<file path="src/rtl/xy_dac_pkg.sv">
`default_nettype none
// ============================================================================
//  Module   : xy_dac_pkg
//  Brief    : Shared types and constants for the X/Y DAC arbiter.
//  Revision : 1.0  initial release
// ============================================================================
package xy_dac_pkg;

    localparam int c_DAC_W = 8;

    // One-hot owner encoding as seen on the grant output.
    localparam logic [1:0] c_OWNER_NONE = 2'b00;
    localparam logic [1:0] c_OWNER_0    = 2'b01;
    localparam logic [1:0] c_OWNER_1    = 2'b10;

    typedef enum logic [1:0] {
        IDLE  = 2'd0,
        BLANK = 2'd1,
        DRAW  = 2'd2
    } state_t;

endpackage : xy_dac_pkg
`default_nettype wire

</file>
<file path="src/rtl/rr_arb2.sv">
`default_nettype none
// ============================================================================
//  Module   : rr_arb2
//  Brief    : Two-way round-robin pick; a tie goes to the source that did not
//             own the DAC last.
//  Revision : 1.0  initial release
// ============================================================================
module rr_arb2
    import xy_dac_pkg::*;
(
    input  logic [1:0] i_valid,
    input  logic       i_last_owner,
    output logic [1:0] o_grant
);

    always_comb begin
        o_grant = i_valid;
        if (&i_valid) begin
            o_grant = i_last_owner ? c_OWNER_0 : c_OWNER_1;
        end
    end

endmodule : rr_arb2
`default_nettype wire

</file>
<file path="src/rtl/xy_dac_arbiter.sv">
`default_nettype none
// ============================================================================
//  Module   : xy_dac_arbiter
//  Brief    : Burst-granting arbiter sharing one X/Y DAC pair between two
//             sample sources, with hand-over blanking and per-sample dwell.
//  Revision : 1.0  initial release
// ============================================================================
module xy_dac_arbiter
    import xy_dac_pkg::*;
#(
    parameter int DAC_W         = c_DAC_W,
    parameter int DWELL_W       = 8,
    parameter int BLANK_W       = 4,
    parameter int STALL_TIMEOUT = 64
) (
    input  logic               clk,
    input  logic               reset,
    input  logic               req0_valid,
    input  logic [DAC_W-1:0]   req0_x,
    input  logic [DAC_W-1:0]   req0_y,
    input  logic               req0_last,
    output logic               req0_ready,
    input  logic               req1_valid,
    input  logic [DAC_W-1:0]   req1_x,
    input  logic [DAC_W-1:0]   req1_y,
    input  logic               req1_last,
    output logic               req1_ready,
    input  logic [DWELL_W-1:0] cfg_dwell,
    input  logic [BLANK_W-1:0] cfg_blank,
    output logic [DAC_W-1:0]   xdac,
    output logic [DAC_W-1:0]   ydac,
    output logic               blank,
    output logic [1:0]         grant,
    output logic               busy
);

    localparam int c_STALL_W = (STALL_TIMEOUT > 2) ? $clog2(STALL_TIMEOUT) : 1;

    state_t               r_state;
    logic [1:0]           r_grant;
    logic                 r_last_owner;
    logic [BLANK_W-1:0]   r_blank_cnt;
    logic [DWELL_W-1:0]   r_dwell_cnt;
    logic [c_STALL_W-1:0] r_stall_cnt;
    logic                 r_done_pending;

    logic [1:0]           w_valid;
    logic [1:0]           w_pick;
    logic                 w_draw_idle;
    logic                 w_own_valid;
    logic                 w_own_last;
    logic [DAC_W-1:0]     w_own_x;
    logic [DAC_W-1:0]     w_own_y;
    logic                 w_stall_end;

    assign w_valid = {req1_valid, req0_valid};

    rr_arb2 u_rr_arb2 (
        .i_valid      (w_valid),
        .i_last_owner (r_last_owner),
        .o_grant      (w_pick)
    );

    // Ready depends only on registered state, so a source can never create a
    // combinational loop by making valid wait on ready.
    assign w_draw_idle = (r_state == DRAW) && (r_dwell_cnt == '0) && !r_done_pending;
    assign req0_ready  = w_draw_idle && r_grant[0];
    assign req1_ready  = w_draw_idle && r_grant[1];

    assign w_own_valid = r_grant[1] ? req1_valid : req0_valid;
    assign w_own_last  = r_grant[1] ? req1_last  : req0_last;
    assign w_own_x     = r_grant[1] ? req1_x     : req0_x;
    assign w_own_y     = r_grant[1] ? req1_y     : req0_y;
    assign w_stall_end = (r_stall_cnt == c_STALL_W'(STALL_TIMEOUT - 1));

    assign grant = r_grant;
    assign busy  = |r_grant;

    always_ff @(posedge clk or posedge reset) begin
        if (reset) begin
            r_state        <= IDLE;
            r_grant        <= c_OWNER_NONE;
            r_last_owner   <= 1'b1;
            r_blank_cnt    <= '0;
            r_dwell_cnt    <= '0;
            r_stall_cnt    <= '0;
            r_done_pending <= 1'b0;
            xdac           <= '0;
            ydac           <= '0;
            blank          <= 1'b1;
        end else begin
            case (r_state)
                IDLE: begin
                    blank <= 1'b1;
                    if (|w_valid) begin
                        r_grant        <= w_pick;
                        r_blank_cnt    <= cfg_blank;
                        r_dwell_cnt    <= '0;
                        r_stall_cnt    <= '0;
                        r_done_pending <= 1'b0;
                        r_state        <= (cfg_blank == '0) ? DRAW : BLANK;
                    end
                end
                BLANK: begin
                    if (r_blank_cnt <= BLANK_W'(1)) begin
                        r_state <= DRAW;
                    end else begin
                        r_blank_cnt <= r_blank_cnt - BLANK_W'(1);
                    end
                end
                DRAW: begin
                    if (r_dwell_cnt != '0) begin
                        r_dwell_cnt <= r_dwell_cnt - DWELL_W'(1);
                    end else if (r_done_pending || (!w_own_valid && w_stall_end)) begin
                        r_state        <= IDLE;
                        r_last_owner   <= r_grant[1];
                        r_grant        <= c_OWNER_NONE;
                        r_done_pending <= 1'b0;
                        blank          <= 1'b1;
                    end else if (w_own_valid) begin
                        xdac           <= w_own_x;
                        ydac           <= w_own_y;
                        blank          <= 1'b0;
                        r_dwell_cnt    <= cfg_dwell;
                        r_stall_cnt    <= '0;
                        r_done_pending <= w_own_last;
                    end else begin
                        blank       <= 1'b1;
                        r_stall_cnt <= r_stall_cnt + c_STALL_W'(1);
                    end
                end
                default: begin
                    r_state <= IDLE;
                    r_grant <= c_OWNER_NONE;
                    blank   <= 1'b1;
                end
            endcase
        end
    end

endmodule : xy_dac_arbiter
`default_nettype wire

</file>
<file path="config.mk">
export PLATFORM = sky130hd
export DESIGN_NAME = xy_dac_arbiter
export DESIGN_NICKNAME = d
export VERILOG_FILES = /design/src/rtl/xy_dac_pkg.sv /design/src/rtl/rr_arb2.sv /design/src/rtl/xy_dac_arbiter.sv
export SDC_FILE = /design/constraint.sdc
export NUM_CORES = 1
export LEC_CHECK = 0
export CORE_ASPECT_RATIO = 1.4
export CORE_MARGIN = 2
export CORE_UTILIZATION = 30
export CTS_BUF_LIST = sky130_fd_sc_hd__clkbuf_4 sky130_fd_sc_hd__clkbuf_8 sky130_fd_sc_hd__clkbuf_16
export CTS_CLUSTER_SIZE = 25
export DETAILED_ROUTE_END_ITERATION = 6
export GPL_ROUTABILITY_DRIVEN = 0
export RECOVER_POWER = 100
export SETUP_SLACK_MARGIN = 0.1
export SLEW_MARGIN = 15
export SYNTH_ARGS = -nofsm -noshare
export SYNTH_HDL_FRONTEND = slang
export SYNTH_SLANG_ARGS = --single-unit
</file>
<file path="constraint.sdc">
create_clock -name clk -period 3.83 [get_ports clk]
set_clock_uncertainty 0.1 [all_clocks]
set_input_delay 0.766 -clock clk [delete_from_list [all_inputs] [get_ports clk]]
set_output_delay 0.766 -clock clk [all_outputs]
set_load 0.05 [all_outputs]
</file>
==> results of run 1 <==
## logic make-up after synthesis
kind of cell | after synthesis
compound gates | 64
flops | 41
simple gates | 58
fa+ha+maj | 5
buf+inv | 22
mux | 42
xor+xnor | 1
## synth_stat cells (3+ instances only)
master | n | share of area, %
sky130_fd_sc_hd__mux2_2 | 26 | 12
sky130_fd_sc_hd__o31ai_1 | 6 | 1.8
sky130_fd_sc_hd__mux2_4 | 10 | 6.0
sky130_fd_sc_hd__o21ai_0 | 9 | 1.8
sky130_fd_sc_hd__clkbuf_1 | 9 | 1.4
sky130_fd_sc_hd__mux2i_1 | 6 | 2.4
sky130_fd_sc_hd__or3_1 | 5 | 1.3
sky130_fd_sc_hd__nand2_1 | 8 | 1.2
sky130_fd_sc_hd__and3_1 | 4 | 1.0
sky130_fd_sc_hd__dfrtp_1 | 39 | 39
sky130_fd_sc_hd__ha_1 | 5 | 2.5
sky130_fd_sc_hd__o21a_1 | 4 | 1.2
sky130_fd_sc_hd__nor4_1 | 4 | 1.0
sky130_fd_sc_hd__o2bb2ai_1 | 4 | 1.4
sky130_fd_sc_hd__nand2b_1 | 4 | 1.0
sky130_fd_sc_hd__nor2b_1 | 4 | 1.0
sky130_fd_sc_hd__o22ai_1 | 3 | 0.75
sky130_fd_sc_hd__inv_1 | 10 | 1.5
sky130_fd_sc_hd__a31oi_1 | 9 | 2.3
sky130_fd_sc_hd__nor3_1 | 10 | 2.0
sky130_fd_sc_hd__nor2_1 | 7 | 1.1
sky130_fd_sc_hd__a21oi_1 | 8 | 1.6
sky130_fd_sc_hd__a211oi_1 | 3 | 0.90
## cell usage in the layout, fill, tap and decap left out, types with 6 or more instances in the layout
cell type and n:
sky130_fd_sc_hd__nor2_1 7, sky130_fd_sc_hd__o31ai_1 6, sky130_fd_sc_hd__o21ai_0 10, sky130_fd_sc_hd__mux2_2 26
sky130_fd_sc_hd__nor3_1 10, sky130_fd_sc_hd__clkdlybuf4s50_1 47, sky130_fd_sc_hd__a21oi_1 8, sky130_fd_sc_hd__a31oi_1 9
sky130_fd_sc_hd__mux2i_1 6, sky130_fd_sc_hd__dfrtp_1 39, sky130_fd_sc_hd__inv_1 10, sky130_fd_sc_hd__dlygate4sd3_1 22
sky130_fd_sc_hd__buf_4 6, sky130_fd_sc_hd__nand2_1 9, sky130_fd_sc_hd__mux2_1 10
## through the flow
step,hold slack (ns),area (sq um),instances,total power (uW)
2_1_floorplan,0.356,2500,233,1960
3_3_place_gp,0.385,3300,398,2390
3_5_place_dp,0.392,3300,398,2410
4_1_cts,0.397,3480,406,2930
5_1_grt,0.401,3430,406,3000
6_report,0.386,3430,406,2810
## area by class of cell
class | instances | area share [%]
Tap cell | 102 | 3.72
Multi-Input combinational cell | 170 | 38.6
Timing Repair Buffer | 75 | 21.5
Clock inverter | 1 | 0.876
Clock buffer | 7 | 4.27
Sequential cell | 41 | 30.0
Inverter | 10 | 1.09
## path summary, 6_finish.rpt
check	slack [ns]	cells after the start	endpoint	startpoint
min in group asynchronous	0.97	3	r_dwell_cnt[6]$_DFFE_PP0P_	reset
max	0.59	6	req0_ready	r_dwell_cnt[0]$_DFFE_PP0P_
max reg2reg	0.88	6	ydac[5]$_DFFE_PP0P_	r_dwell_cnt[0]$_DFFE_PP0P_
min	0.39	1	xdac[5]$_DFFE_PP0P_	xdac[5]$_DFFE_PP0P_
max in group asynchronous	2.29	3	ydac[1]$_DFFE_PP0P_	reset
min reg2reg	0.39	1	xdac[5]$_DFFE_PP0P_	xdac[5]$_DFFE_PP0P_
## layer usage
metal | routed length [um] | GRT usage, % | part of all wire [%] | vias up
met4 | 121 | 5.42 | 2.0 | 0
met1 | 2550 | 17.9 | 41 | 1056
li1 | - | - | - | 1027
met5 | 0 | 0 | 0 | -
met3 | 243 | 2.41 | 3.9 | 8
met2 | 3280 | 25.2 | 53 | 60
## registers in the layout, summed over array words and instances (netlist names), 2 cells and up
name and flops:
r_stall_cnt 6, grant 2, ydac 8, r_state 2, xdac 8, r_blank_cnt 4
r_dwell_cnt 8
## worst max-delay path, stage by stage (launching register included)
cell and delay, ns:
sky130_fd_sc_hd__dfrtp_1 0.44, sky130_fd_sc_hd__inv_1 0.12, sky130_fd_sc_hd__ha_1 0.19, sky130_fd_sc_hd__or4b_1 0.61, sky130_fd_sc_hd__nor4_4 0.36, sky130_fd_sc_hd__and2_1 0.18, sky130_fd_sc_hd__buf_4 0.19
## where the power goes
| part | leakage, uW | total, uW | internal (uW) | switching [uW] |
|---|---|---|---|---|
| logic | 0.000833 | 1520 | 613 | 904 |
| registers | 0.000522 | 793 | 608 | 185 |
| clock network | 0.0000875 | 500 | 333 | 167 |
==> flow_results.xml, run 1 <==
<?xml version="1.0" encoding="UTF-8"?>
<metrics>
  <group name="clocking">
    <metric name="cts_htree_levels" unit="">2</metric>
    <metric name="root_buffer" unit="">sky130_fd_sc_hd__clkbuf_16</metric>
    <metric name="worst_setup_hold_path_clk_slew" unit="ns">0.06</metric>
    <metric name="clock_sink_count" unit="">41</metric>
    <metric name="clock_insertion_delay_worst_skew" unit="ns">0.28</metric>
    <metric name="ctsHoldBuffers" unit="">0</metric>
    <metric name="clock_buffers_created_by_tritoncts" unit="">5</metric>
    <metric name="cts.repair_timing.setup_buffer_count" unit="">0</metric>
    <metric name="postCtsResizedCells" unit="">0</metric>
    <metric name="tritoncts" unit="">yes</metric>
    <metric name="clock_tree.buffer_depth" unit="">2</metric>
  </group>
  <group name="floorplanning">
    <metric name="die_area" unit="sq um">9090</metric>
    <metric name="num_rows" unit="">39</metric>
    <metric name="die_x" unit="um">81.2</metric>
    <metric name="io_pins" unit="">72</metric>
    <metric name="dieHeight" unit="um">112</metric>
    <metric name="floorplan.initialDensity" unit="%">30.7</metric>
    <metric name="core_region_area" unit="sq um">8150</metric>
  </group>
  <group name="pwr">
    <metric name="vdd_ir_drop_max" unit="uV">362</metric>
    <metric name="leakage_dissipation" unit="uW">0.00144</metric>
    <metric name="power_density" unit="nW/um^2">819</metric>
  </group>
  <group name="critical_path">
    <metric name="critPathKind" unit="">flip-flop to output port</metric>
    <metric name="critical_path_required" unit="ns">2.96</metric>
    <metric name="arrival" unit="ns">2.38</metric>
    <metric name="crit_path_start_kind" unit="">flip-flop</metric>
    <metric name="cp_max_fo" unit="">7</metric>
    <metric name="worst_setup_path_end_kind" unit="">output port</metric>
  </group>
  <group name="timing">
    <metric name="period_minus_slack" unit="ns">3.24</metric>
    <metric name="timing.max_slew.rel_slack" unit="%">43.2</metric>
    <metric name="setup_viol" unit="">0</metric>
    <metric name="final-hold-violation-count" unit="">0</metric>
    <metric name="setup_repair_after_global_routing_missed_its_margin" unit="">false</metric>
    <metric name="final.setup.tns" unit="ns">0</metric>
    <metric name="timing_max_transition_violations_final" unit="">0</metric>
    <metric name="fin_ws" unit="ns">0.589</metric>
    <metric name="maxClockFrequency" unit="GHz">0.309</metric>
    <metric name="worst-slew-pin-transition" unit="ns">0.848</metric>
    <metric name="final.period_utilization" unit="%">84.6</metric>
  </group>
  <group name="finish">
    <metric name="final_core_utilization" unit="%">42.1</metric>
    <metric name="share_of_post_route_cells_with_drive_strength_above_1" unit="%">15.5</metric>
    <metric name="register_area" unit="sq um">1030</metric>
    <metric name="final_nets" unit="">358</metric>
    <metric name="antenna-diode-count" unit="">0</metric>
    <metric name="nFillCells" unit="">796</metric>
    <metric name="area_taken_by_multi_input_logic_gates" unit="sq um">1320</metric>
    <metric name="layout-area-overhead-vs-synth" unit="%">37.1</metric>
  </group>
  <group name="synthesis">
    <metric name="synth-edff-count" unit="">0</metric>
    <metric name="synth.cell_area" unit="sq um">2500</metric>
    <metric name="post_synth.cell_area_avg" unit="sq um">10.7</metric>
    <metric name="synth-main-ff-cell" unit="">sky130_fd_sc_hd__dfrtp_1</metric>
    <metric name="yosys_warnings" unit="">0</metric>
    <metric name="synthMuxAreaShare" unit="%">20.1</metric>
    <metric name="post_synthesis_simple_gate_area_fraction" unit="%">13.8</metric>
    <metric name="synth_cells" unit="">233</metric>
    <metric name="synth.yosys.seq_area_share" unit="%">41.1</metric>
    <metric name="synth_compound_gate_area_share" unit="%">18.2</metric>
    <metric name="netlist-cell-type-count" unit="">51</metric>
    <metric name="yosys_register_bits" unit="">41</metric>
    <metric name="share_of_synthesized_registers_carrying_an_async_set_or_reset" unit="%">100</metric>
    <metric name="main_combinational_cell_family_by_area_after_synthesis" unit="">multiplexers</metric>
    <metric name="syn_nets" unit="">288</metric>
    <metric name="synthAdderAreaFrac" unit="%">2.50</metric>
    <metric name="synth_xor_xnor_area_share" unit="%">0.350</metric>
  </group>
  <group name="detailed_routing">
    <metric name="post-route-drc-count" unit="">0</metric>
    <metric name="drt-wirelength-per-cell" unit="um">15.2</metric>
    <metric name="vias_post_dr" unit="">2151</metric>
    <metric name="drt_first_pass_iters" unit="">4</metric>
    <metric name="post_detailed_route_count_of_antenna_violating_nets" unit="">0</metric>
    <metric name="wl" unit="um">6190</metric>
    <metric name="dr.first_iter.drc_count" unit="">105</metric>
    <metric name="vias_per_instance" unit="">5.30</metric>
  </group>
  <group name="global_routing">
    <metric name="grt_usage" unit="%">14.6</metric>
    <metric name="number_of_global_route_vias_before_repair" unit="">2166</metric>
    <metric name="grt.overflow.total" unit="">0</metric>
    <metric name="global_route_wire_length_before_repair" unit="um">10600</metric>
    <metric name="grt_antenna_before_repair" unit="">0</metric>
    <metric name="largest_net_degree_at_the_start_of_global_routing" unit="">42</metric>
  </group>
  <group name="placed_design">
    <metric name="hpwl" unit="um">4610</metric>
    <metric name="dp_worst_setup_slack" unit="ns">0.799</metric>
    <metric name="placement.io_buffers" unit="">71</metric>
  </group>
  <group name="outcome">
    <metric name="status" unit="">complete, no violations</metric>
  </group>
  <group name="worst_hold_path">
    <metric name="hold_class" unit="">flip-flop to flip-flop</metric>
  </group>
  <group name="job">
    <metric name="max_capacitance_violation_total" unit="">0</metric>
  </group>
</metrics>
Note: power is estimated with default switching activity, not from simulation.
==> run 2, diff against run 1 <==
clock period = 3.3 ns   (was 3.83 ns; I/O delays follow)
==> flow_results.xml, run 2 (synthesis gave the netlist of run 1 again) <==
<?xml version="1.0" encoding="UTF-8"?>
<metrics>
  <group name="outcome">
    <metric name="status" unit="">complete, no violations</metric>
  </group>
  <group name="worst_hold_path">
    <metric name="hold_class" unit="">flip-flop to flip-flop</metric>
    <metric name="holdCritStartpoint" unit="">ydac[1]$_DFFE_PP0P_</metric>
    <metric name="hold_path_depth" unit="">1</metric>
    <metric name="min_delay_worst_endpoint" unit="">ydac[1]$_DFFE_PP0P_</metric>
  </group>
  <group name="critical_path">
    <metric name="cp_max_fo" unit="">7</metric>
    <metric name="crit_chain" unit="">inv_1, ha_1, or4b_4, nor4_4, and2_0, buf_12</metric>
    <metric name="critical-path-top-delay-family" unit="">simple AND/OR/NAND/NOR gates</metric>
    <metric name="critical_path.n_buffers_inverters" unit="">2</metric>
    <metric name="regToRegSetupSlack" unit="ns">0.29</metric>
    <metric name="worst_setup_path_end_kind" unit="">output port</metric>
    <metric name="crit_cells" unit="">6</metric>
    <metric name="reg2reg_depth" unit="">7</metric>
    <metric name="crit_path_top_delay_cell" unit="">sky130_fd_sc_hd__or4b_4</metric>
    <metric name="r2r_start" unit="">r_dwell_cnt[0]$_DFFE_PP0P_</metric>
    <metric name="slowest_cell_delay_on_critical_path" unit="ns">0.53</metric>
    <metric name="crit_path_start_kind" unit="">flip-flop</metric>
    <metric name="critPathKind" unit="">flip-flop to output port</metric>
    <metric name="critical_path_required" unit="ns">2.54</metric>
    <metric name="arrival" unit="ns">2.31</metric>
    <metric name="crit-reg2reg-capture" unit="">xdac[7]$_DFFE_PP0P_</metric>
  </group>
  <group name="detailed_routing">
    <metric name="post_detailed_route_count_of_antenna_violating_nets" unit="">0</metric>
    <metric name="vias_post_dr" unit="">2167</metric>
    <metric name="drt-wirelength-per-cell" unit="um">16.0</metric>
    <metric name="post-route-drc-count" unit="">0</metric>
    <metric name="drt_first_pass_iters" unit="">4</metric>
    <metric name="dr.first_iter.drc_count" unit="">103</metric>
    <metric name="vias_per_instance" unit="">5.31</metric>
    <metric name="wl" unit="um">6550</metric>
  </group>
  <group name="global_routing">
    <metric name="grt_antenna_before_repair" unit="">0</metric>
    <metric name="largest_net_degree_at_the_start_of_global_routing" unit="">42</metric>
    <metric name="grt_usage" unit="%">15.5</metric>
    <metric name="global_route_wire_length_before_repair" unit="um">10900</metric>
    <metric name="grt.overflow.total" unit="">0</metric>
    <metric name="number_of_global_route_vias_before_repair" unit="">2231</metric>
  </group>
  <group name="clocking">
    <metric name="cts_htree_levels" unit="">2</metric>
    <metric name="clock_buffers_created_by_tritoncts" unit="">5</metric>
    <metric name="root_buffer" unit="">sky130_fd_sc_hd__clkbuf_16</metric>
    <metric name="postCtsResizedCells" unit="">0</metric>
    <metric name="ctsHoldBuffers" unit="">0</metric>
    <metric name="worst_setup_hold_path_clk_slew" unit="ns">0.06</metric>
    <metric name="cts.repair_timing.setup_buffer_count" unit="">0</metric>
    <metric name="clock_sink_count" unit="">41</metric>
    <metric name="clock_tree.buffer_depth" unit="">2</metric>
    <metric name="clock_insertion_delay_worst_skew" unit="ns">0.29</metric>
    <metric name="tritoncts" unit="">yes</metric>
  </group>
  <group name="timing">
    <metric name="final.setup.tns" unit="ns">0</metric>
    <metric name="final.period_utilization" unit="%">93.2</metric>
    <metric name="timing.max_slew.rel_slack" unit="%">26.2</metric>
    <metric name="worst-slew-pin-transition" unit="ns">1.11</metric>
    <metric name="final-hold-violation-count" unit="">0</metric>
    <metric name="maxClockFrequency" unit="GHz">0.325</metric>
    <metric name="timing_max_transition_violations_final" unit="">0</metric>
    <metric name="period_minus_slack" unit="ns">3.07</metric>
    <metric name="setup_repair_after_global_routing_missed_its_margin" unit="">false</metric>
    <metric name="setup_viol" unit="">0</metric>
  </group>
  <group name="floorplanning">
    <metric name="num_rows" unit="">39</metric>
    <metric name="dieHeight" unit="um">112</metric>
    <metric name="floorplan.initialDensity" unit="%">30.7</metric>
    <metric name="die_x" unit="um">81.2</metric>
    <metric name="core_region_area" unit="sq um">8150</metric>
    <metric name="io_pins" unit="">72</metric>
    <metric name="die_area" unit="sq um">9090</metric>
  </group>
  <group name="pwr">
    <metric name="power_density" unit="nW/um^2">968</metric>
    <metric name="post-layout-total-power" unit="uW">3390</metric>
    <metric name="vdd_ir_drop_max" unit="uV">359</metric>
    <metric name="leakage_dissipation" unit="uW">0.00149</metric>
  </group>
  <group name="finish">
    <metric name="layout-area-overhead-vs-synth" unit="%">40.1</metric>
    <metric name="final_core_utilization" unit="%">43.0</metric>
    <metric name="top_regs" unit="">r_dwell_cnt (8), xdac (8), ydac (8)</metric>
    <metric name="fin_area" unit="sq um">3500</metric>
    <metric name="mostFrequentLayoutCell" unit="">sky130_fd_sc_hd__clkdlybuf4s50_1</metric>
    <metric name="post_layout_nonfiller_instances" unit="">408</metric>
    <metric name="final_cell_mix" unit="">sky130_fd_sc_hd__clkdlybuf4s50_1 (47), sky130_fd_sc_hd__dfrtp_1 (39), sky130_fd_sc_hd__mux2_2 (26), sky130_fd_sc_hd__dlygate4sd3_1 (22)</metric>
    <metric name="final_nets" unit="">360</metric>
    <metric name="antenna-diode-count" unit="">0</metric>
    <metric name="share_of_post_route_cells_with_drive_strength_above_1" unit="%">18.0</metric>
    <metric name="nFillCells" unit="">793</metric>
  </group>
  <group name="placed_design">
    <metric name="hpwl" unit="um">4780</metric>
    <metric name="placed_area" unit="sq um">3340</metric>
    <metric name="placement.io_buffers" unit="">71</metric>
    <metric name="placedCellCount" unit="">400</metric>
  </group>
  <group name="job">
    <metric name="max_capacitance_violation_total" unit="">0</metric>
  </group>
</metrics>
==> run 2: how the worst max path moves through the flow <==
stage / slack (ns) / startpoint / end
after floorplan: 0.51 / r_dwell_cnt[0]$_DFFE_PP0P_ / req0_ready
after global placement: 0.52 / r_dwell_cnt[0]$_DFFE_PP0P_ / req0_ready
after detailed placement: 0.48 / r_dwell_cnt[0]$_DFFE_PP0P_ / req0_ready
after CTS: 0.15 / r_dwell_cnt[0]$_DFFE_PP0P_ / req0_ready
after global routing: 0.09 / r_dwell_cnt[0]$_DFFE_PP0P_ / ydac[1]$_DFFE_PP0P_
final: 0.23 / r_dwell_cnt[0]$_DFFE_PP0P_ / req0_ready
==> run 2: power by group <==
part	switching, uW	total [uW]	internal (uW)
Sequential	202	908	706
Clock	220	657	437
Combinational	1070	1830	760
==> run 2: through the flow <==
stage / hold WS [ns] / setup slack, ns
4_1_cts: 0.398 / 0.149
6_report: 0.385 / 0.226
3_5_place_dp: 0.389 / 0.480
2_1_floorplan: 0.356 / 0.507
5_1_grt: 0.413 / 0.0947
3_3_place_gp: 0.381 / 0.520
==> run 2: final cells by class <==
class                      instances  area (sq um)  area share (%)
sequential                        41          1030            29.3
clock buffer                       5           125            3.57
timing repair buffer              77           769            22.0
tap                              102           128            3.64
multi-input combinational        170          1350            38.5
inverter                          10          37.5            1.07
clock inverter                     3          68.8            1.96
==> run 2: metal layers <==
layer	wire length, um	track usage [%]	part of all wire, %
met1	2620	18.0	40
met3	259	2.89	4.0
met5	0	0	0
met2	3480	26.6	53
met4	187	7.68	2.9
